**src/rtl/spiadc_pkg.sv**
```systemverilog
// Shared types and constants for the MCP3201 read-side SPI master.
`timescale 1ns/1ps
`default_nettype none

package spiadc_pkg;

  typedef enum logic [2:0] {
    IDLE  = 3'd0,
    SETUP = 3'd1,
    HIGH  = 3'd2,
    LOW   = 3'd3,
    GAP   = 3'd4
  } state_t;

  localparam logic [7:0] REG_CTRL      = 8'h40;
  localparam logic [7:0] REG_SAMPLE_LO = 8'h41;
  localparam logic [7:0] REG_SAMPLE_HI = 8'h42;

  localparam int CTRL_START = 0;
  localparam int CTRL_CONT  = 1;
  localparam int CTRL_SRST  = 2;

  localparam int FRAME_EDGES = 15;
  localparam int NULL_EDGE   = 3;
  localparam int SAMPLE_BITS = 12;

  // Null bit plus result bits; earlier sample-period bits fall off the top.
  localparam int SHIFT_W = FRAME_EDGES - NULL_EDGE + 1;

  function automatic logic [7:0] sample_hi_byte(input logic       valid,
                                                input logic       nerr,
                                                input logic [3:0] hi);
    return {valid, 2'b00, nerr, hi};
  endfunction

endpackage

`default_nettype wire

```
**src/rtl/spiadc_mcp3201_if.sv**
```systemverilog
// Register bus shared with the DAC driver: write strobe, address, data in/out.
`timescale 1ns/1ps
`default_nettype none

interface spiadc_mcp3201_if #(
  parameter int DATA_WIDTH = 8
) ();

  logic                  we;
  logic [DATA_WIDTH-1:0] addr;
  logic [DATA_WIDTH-1:0] data_in;
  logic [DATA_WIDTH-1:0] data_out;

  modport master (
    output we,
    output addr,
    output data_in,
    input  data_out
  );

  modport slave (
    input  we,
    input  addr,
    input  data_in,
    output data_out
  );

endinterface

`default_nettype wire

```
**src/rtl/mcp3201_rx_engine.sv**
```systemverilog
// SPI frame engine: SDO synchroniser, phase FSM, edge counter and shift register.
`timescale 1ns/1ps
`default_nettype none

module mcp3201_rx_engine
  import spiadc_pkg::*;
#(
  parameter int CLK_DIV  = 4,
  parameter int CONV_GAP = 8
) (
  input  logic                   clk,
  input  logic                   rst,
  input  logic                   trigger,
  input  logic                   cont,
  input  logic                   sdo,
  output logic                   sck,
  output logic                   ncs,
  output logic                   busy,
  output logic                   done,
  output logic [SAMPLE_BITS-1:0] sample,
  output logic                   sample_valid,
  output logic                   null_err
);

  localparam int CNT_MAX = (CLK_DIV > CONV_GAP) ? CLK_DIV : CONV_GAP;
  localparam int CNT_W   = $clog2(CNT_MAX + 1);
  localparam int EDGE_W  = $clog2(FRAME_EDGES + 1);

  localparam logic [CNT_W-1:0]  DIV_LAST  = CNT_W'(CLK_DIV - 1);
  localparam logic [CNT_W-1:0]  GAP_LAST  = CNT_W'(CONV_GAP - 1);
  localparam logic [EDGE_W-1:0] EDGE_LAST = EDGE_W'(FRAME_EDGES);

  state_t              state;
  state_t              state_next;
  logic                frame_end;
  logic [CNT_W-1:0]    phase_cnt;
  logic [EDGE_W-1:0]   edge_cnt;
  logic [SHIFT_W-1:0]  shreg;
  logic                sdo_meta;
  logic                sdo_sync;

  always_ff @(posedge clk) begin
    if (rst) begin
      state <= IDLE;
    end else begin
      state <= state_next;
    end
  end

  always_comb begin
    state_next = state;
    frame_end  = 1'b0;
    case (state)
      IDLE: begin
        if (trigger) begin
          state_next = SETUP;
        end
      end
      SETUP: begin
        if (phase_cnt == DIV_LAST) begin
          state_next = HIGH;
        end
      end
      HIGH: begin
        if (phase_cnt == DIV_LAST) begin
          state_next = LOW;
        end
      end
      LOW: begin
        if (phase_cnt == DIV_LAST) begin
          if (edge_cnt == EDGE_LAST) begin
            frame_end  = 1'b1;
            state_next = GAP;
          end else begin
            state_next = HIGH;
          end
        end
      end
      GAP: begin
        if (phase_cnt == GAP_LAST) begin
          state_next = cont ? SETUP : IDLE;
        end
      end
      default: state_next = IDLE;
    endcase
  end

  // Pin outputs are registered from the next state so they never glitch.
  always_ff @(posedge clk) begin
    if (rst) begin
      sdo_meta     <= 1'b0;
      sdo_sync     <= 1'b0;
      phase_cnt    <= '0;
      edge_cnt     <= '0;
      shreg        <= '0;
      sample       <= '0;
      sample_valid <= 1'b0;
      null_err     <= 1'b0;
      done         <= 1'b0;
      sck          <= 1'b0;
      ncs          <= 1'b1;
      busy         <= 1'b0;
    end else begin
      sdo_meta <= sdo;
      sdo_sync <= sdo_meta;

      if ((state_next != state) || (state == IDLE)) begin
        phase_cnt <= '0;
      end else begin
        phase_cnt <= phase_cnt + CNT_W'(1);
      end

      if (state_next == SETUP) begin
        edge_cnt <= '0;
      end else if ((state_next == HIGH) && (state != HIGH)) begin
        edge_cnt <= edge_cnt + EDGE_W'(1);
        shreg    <= {shreg[SHIFT_W-2:0], sdo_sync};
      end

      done <= frame_end;
      if (frame_end) begin
        sample       <= shreg[SAMPLE_BITS-1:0];
        null_err     <= shreg[SHIFT_W-1];
        sample_valid <= 1'b1;
      end

      sck  <= (state_next == HIGH);
      ncs  <= !(state_next inside {SETUP, HIGH, LOW});
      busy <= (state_next != IDLE);
    end
  end

endmodule

`default_nettype wire

```
**src/rtl/spiadc_mcp3201.sv**
```systemverilog
// MCP3201 read-side SPI master: register file, trigger merge and read mux around the rx engine.
`timescale 1ns/1ps
`default_nettype none

module spiadc_mcp3201
  import spiadc_pkg::*;
#(
  parameter int DATA_WIDTH = 8,
  parameter int CLK_DIV    = 4,
  parameter int CONV_GAP   = 8
) (
  input  logic                   clk,
  input  logic                   res,
  spiadc_mcp3201_if.slave        bus,
  input  logic                   start,
  input  logic                   SDO,
  output logic                   SCK,
  output logic                   nCS,
  output logic                   busy,
  output logic                   done,
  output logic [SAMPLE_BITS-1:0] sample,
  output logic                   sample_valid,
  output logic                   null_err
);

  logic                  ctrl_hit;
  logic                  soft_rst;
  logic                  int_rst;
  logic                  trigger;
  logic                  cont;
  logic [DATA_WIDTH-1:0] rd_data;

  assign ctrl_hit = bus.we && (bus.addr == DATA_WIDTH'(REG_CTRL));
  assign soft_rst = ctrl_hit && bus.data_in[CTRL_SRST];
  // SRST acts on the write edge itself, exactly like res.
  assign int_rst  = res || soft_rst;
  assign trigger  = start || (ctrl_hit && bus.data_in[CTRL_START]);

  always_ff @(posedge clk) begin
    if (int_rst) begin
      cont <= 1'b0;
    end else if (ctrl_hit) begin
      cont <= bus.data_in[CTRL_CONT];
    end
  end

  always_comb begin
    rd_data = '0;
    case (bus.addr)
      DATA_WIDTH'(REG_CTRL):      rd_data[CTRL_CONT] = cont;
      DATA_WIDTH'(REG_SAMPLE_LO): rd_data[7:0] = sample[7:0];
      DATA_WIDTH'(REG_SAMPLE_HI): rd_data[7:0] = sample_hi_byte(sample_valid, null_err,
                                                                sample[SAMPLE_BITS-1:8]);
      default:                    rd_data = '0;
    endcase
  end

  always_ff @(posedge clk) begin
    if (int_rst) begin
      bus.data_out <= '0;
    end else begin
      bus.data_out <= rd_data;
    end
  end

  mcp3201_rx_engine #(
    .CLK_DIV  (CLK_DIV),
    .CONV_GAP (CONV_GAP)
  ) u_rx_engine (
    .clk          (clk),
    .rst          (int_rst),
    .trigger      (trigger),
    .cont         (cont),
    .sdo          (SDO),
    .sck          (SCK),
    .ncs          (nCS),
    .busy         (busy),
    .done         (done),
    .sample       (sample),
    .sample_valid (sample_valid),
    .null_err     (null_err)
  );

endmodule

`default_nettype wire

```
**src/flat_wrapper.sv**
```systemverilog
// flat-port wrapper written by rule: the top's interface ports become plain ports
module spiadc_mcp3201_flat import spiadc_pkg::*;
#(
  parameter int DATA_WIDTH = 8,
  parameter int CLK_DIV    = 4,
  parameter int CONV_GAP   = 8
)
  (clk, res, start, SDO, SCK, nCS, busy, done, sample, sample_valid, null_err, bus_we, bus_addr, bus_data_in, bus_data_out);
  spiadc_mcp3201_if #(.DATA_WIDTH(DATA_WIDTH)) bus_i ();
  input  logic clk;
  input  logic res;
  input  logic start;
  input  logic SDO;
  output logic SCK;
  output logic nCS;
  output logic busy;
  output logic done;
  output logic [SAMPLE_BITS-1:0] sample;
  output logic sample_valid;
  output logic null_err;
  input wire logic [$bits(bus_i.we)-1:0] bus_we;
  input wire logic [$bits(bus_i.addr)-1:0] bus_addr;
  input wire logic [$bits(bus_i.data_in)-1:0] bus_data_in;
  output wire logic [$bits(bus_i.data_out)-1:0] bus_data_out;
  assign bus_i.we = bus_we;
  assign bus_i.addr = bus_addr;
  assign bus_i.data_in = bus_data_in;
  assign bus_data_out = bus_i.data_out;
  spiadc_mcp3201 #(.DATA_WIDTH(DATA_WIDTH), .CLK_DIV(CLK_DIV), .CONV_GAP(CONV_GAP)) u_core (.clk(clk), .res(res), .bus(bus_i), .start(start), .SDO(SDO), .SCK(SCK), .nCS(nCS), .busy(busy), .done(done), .sample(sample), .sample_valid(sample_valid), .null_err(null_err));
endmodule
```
**config.mk**
```make
export PLATFORM = sky130hd
export DESIGN_NAME = spiadc_mcp3201_flat
export DESIGN_NICKNAME = d
export VERILOG_FILES = /design/src/rtl/spiadc_pkg.sv /design/src/rtl/spiadc_mcp3201_if.sv /design/src/rtl/mcp3201_rx_engine.sv /design/src/rtl/spiadc_mcp3201.sv /design/src/flat_wrapper.sv
export SDC_FILE = /design/constraint.sdc
export NUM_CORES = 1
export LEC_CHECK = 0
export BUFFER_PORTS_ARGS = -buffer_cell sky130_fd_sc_hd__buf_2
export CAP_MARGIN = 20
export CORE_ASPECT_RATIO = 1.75
export CORE_UTILIZATION = 50
export CTS_BUF_LIST = sky130_fd_sc_hd__clkbuf_4
export DETAILED_ROUTE_END_ITERATION = 8
export PLACE_DENSITY = 0.75
export SLEW_MARGIN = 10
export SYNTH_ARGS = -nofsm -noshare
export SYNTH_HDL_FRONTEND = slang
export SYNTH_HIERARCHICAL = 1
export SYNTH_SLANG_ARGS = --single-unit
```
**constraint.sdc**
```tcl
create_clock -name clk -period 3.5 [get_ports clk]
set_clock_uncertainty 0.15 [all_clocks]
set_input_delay 0.35 -clock clk [delete_from_list [all_inputs] [get_ports clk]]
set_output_delay 0.35 -clock clk [all_outputs]
set_load 0.05 [all_outputs]
```
==> run metrics <==
result of the run finished clean; number of global-route vias before repair 1,457; Initial Util 0.525; Netlist cell types 46; Post-CTS Setup Inserts 0; die width 50.4 um; count of final max-slew check failures 0; setup repair after global routing missed its margin false; P_leak 0.000961 uW; wire length of the first global-routing pass 6.43 mm; clock tree from TritonCTS done; maximum buffer depth of the clock tree 2; Comb pwr share 0.062; die area 4370 um2; worst IR drop on VDD 0.258 mV; Fin Setup TNS 0 ns; Num CTS Buffers 5; antenna violations before repair 0; DR WL/cell 13.5 um; EDFF count, synth 0; synthesized cell area 2050 um2; number of cells produced by synthesis 194; Pwr per Cell Area 403 nW/um2; Skew-Pair Late Insertion Delay 0.37 ns; Tmin final 2.67 ns; prevailing post-synth register cell dfxtp_1; total grt overflow 0; Int Pwr 709 uW; # resized after CTS 0; Post-DP HPWL 2.89 mm; detailed-route wire length 3.81 mm; relative area change from synthesis to final layout 13.3%; post-route worst hold slack 0.0392 ns; layout cells sized above 1 0.255; sort of element at the end of the critical path register; switching power summed over all nets 226 uW; starting DRC count in detailed routing 21; max cap viols 0; Hold Buf Count CTS 0; number of synthesized register bits 53; post-route fraction of the period consumed by the critical path 0.764; ports placed on the boundary 47; Reg power frac 0.654; largest fanout of any net on the critical path 16; pin count of the biggest net entering global routing 18; diode insertion count for antenna repair 0; overall global routing resource usage 0.197; share of total power in the clock network 0.285; Worst Max-Slew Pin Slew 0.906 ns; switching share of total power 0.242; via/cell ratio 5.46; critical path start-end classification reg -> reg; Post-Syn Nets 217; final hold violation count 0; sequential element share of the synthesized area 0.518; post-detailed-route DRC marker count 0; via total after detailed routing 1,545; Fill cells 374; Critical Path Source Type register; number of nets at the end of the flow 257; Avg Cell Area, Syn 10.6 um2; routability congestion estimate 0.785; number of failing setup endpoints in the final timing report 0; Final Power 936 uW; level count of the clock H-tree 2; overall die height 86.7 um; Cell Rows 30; proportion of synthesized flip-flops having asynchronous set or reset 0; Sinks on Clock Net 53; root buffer cell clkbuf_4; relative slew slack 0.396; area of the core 3900 um2; IO buf count 41; Fmax 374 MHz; CP Data Arrival Time 2.82 ns; warning count from the yosys run 6; hold crit path type in -> reg; clock transition at the registers of the reported paths 0.16 ns; First-pass DRT Iterations 4; WP data required 3.64 ns; remaining number of nets flagged by the antenna check after routing 0
==> final cells by class <==
cell class                      count  area (um2)  area share
Inverter                            2        7.51     0.00323
Clock inverter                      3        22.5     0.00970
Multi-Input combinational cell    128         905       0.390
Clock buffer                        5        37.5      0.0162
Tap cell                           48        60.1      0.0259
Sequential cell                    53        1060       0.457
Timing Repair Buffer               44         228      0.0981
==> cell usage in the layout (no fill, tap or decap), types with 3 or more instances in the layout <==
cell and count:
a21o_1 3, a22o_1 13, a22oi_1 5, and3_1 5
buf_2 41, buf_4 3, clkbuf_4 5, clkinvlp_4 3
dfxtp_1 53, mux2i_1 19, nand2_1 7, nand2b_1 3
nand3_1 5, nor2_1 27, nor2b_1 6, nor3_1 3
==> Yosys cell counts (all sizes together) (5+ instances only) <==
library cell  number  share of area
clkbuf             5         0.0092
dfxtp             53           0.52
a22o              13          0.056
a22oi              5          0.018
nand3              5          0.012
nor2              27          0.049
nand2              7          0.013
mux2i             19          0.093
and3               5          0.015
nor2b              6          0.018
buf                6          0.027
==> critical path, cell delays in order, from the launching register on <==
cell and delay [ns]:
dfxtp_1 0.39, ha_1 0.24, nor3b_1 0.39, mux2_2 0.28, and4b_1 0.81, mux2i_1 0.28, nor2_1 0.06
==> stage by stage <==
| stage | utilization | area [um2] | std cells | setup slack (ns) |
|---|---|---|---|---|
| 3_3_place_gp | 0.579 | 2260 | 275 | 0.496 |
| 5_1_grt | 0.595 | 2320 | 283 | 0.653 |
| 2_1_floorplan | - | 2050 | 194 | 0.748 |
| 6_report | 0.595 | 2320 | 283 | 0.826 |
| 4_1_cts | 0.595 | 2320 | 283 | 0.815 |
| 3_5_place_dp | 0.579 | 2260 | 275 | 0.472 |
==> metal layers <==
metal	track usage	vias up	wire length (um)
met3	0.0509	6	138
li1	-	780	-
met2	0.361	33	2070
met5	0	-	0
met4	0.0985	0	68
met1	0.200	726	1540
==> state kept, by name, indices dropped and copies added, names as in the netlist, 3 cells and up <==
| register | flops |
|---|---|
| u_core/u_rx_engine/shreg | 13 |
| u_core/u_rx_engine/sample | 12 |
| u_core/bus.data_out | 8 |
| u_core/u_rx_engine/edge_cnt | 4 |
| u_core/u_rx_engine/phase_cnt | 4 |
| u_core/u_rx_engine/state | 3 |
==> power by group through the flow <==
| stage | logic (uW) | clock network [uW] | registers [uW] |
|---|---|---|---|
| 6_report | 57.7 | 266 | 612 |
| 5_1_grt | 64.4 | 302 | 613 |
| 4_1_cts | 58.4 | 277 | 612 |
| 3_5_place_dp | 58.3 | 0 | 625 |
| 3_3_place_gp | 57.9 | 0 | 625 |
| 2_1_floorplan | 35.2 | 0 | 632 |
==> kinds of logic after synthesis <==
group,after synthesis,synth area share
flops,53,0.518
fa+ha+maj,2,0.0122
buf+inv,13,0.0403
simple gates,72,0.191
mux,21,0.106
compound gates,31,0.125
xor+xnor,2,0.00855
==> path summary, 6_finish.rpt <==
| check | from | endpoint | slack [ns] | cells after the start |
|---|---|---|---|---|
| worst max-delay path | u_core/u_rx_engine/phase_cnt[0] | u_core/u_rx_engine/shreg[9] | 0.83 | 6 |
| worst min register to register | u_core/u_rx_engine/sdo_meta | u_core/u_rx_engine/sdo_sync | 0.31 | 1 |
| worst min-delay path | SDO | u_core/u_rx_engine/sdo_meta | 0.04 | 2 |
| worst max register to register | u_core/u_rx_engine/phase_cnt[0] | u_core/u_rx_engine/shreg[9] | 0.83 | 6 |
(Power assumes the default switching activity.)
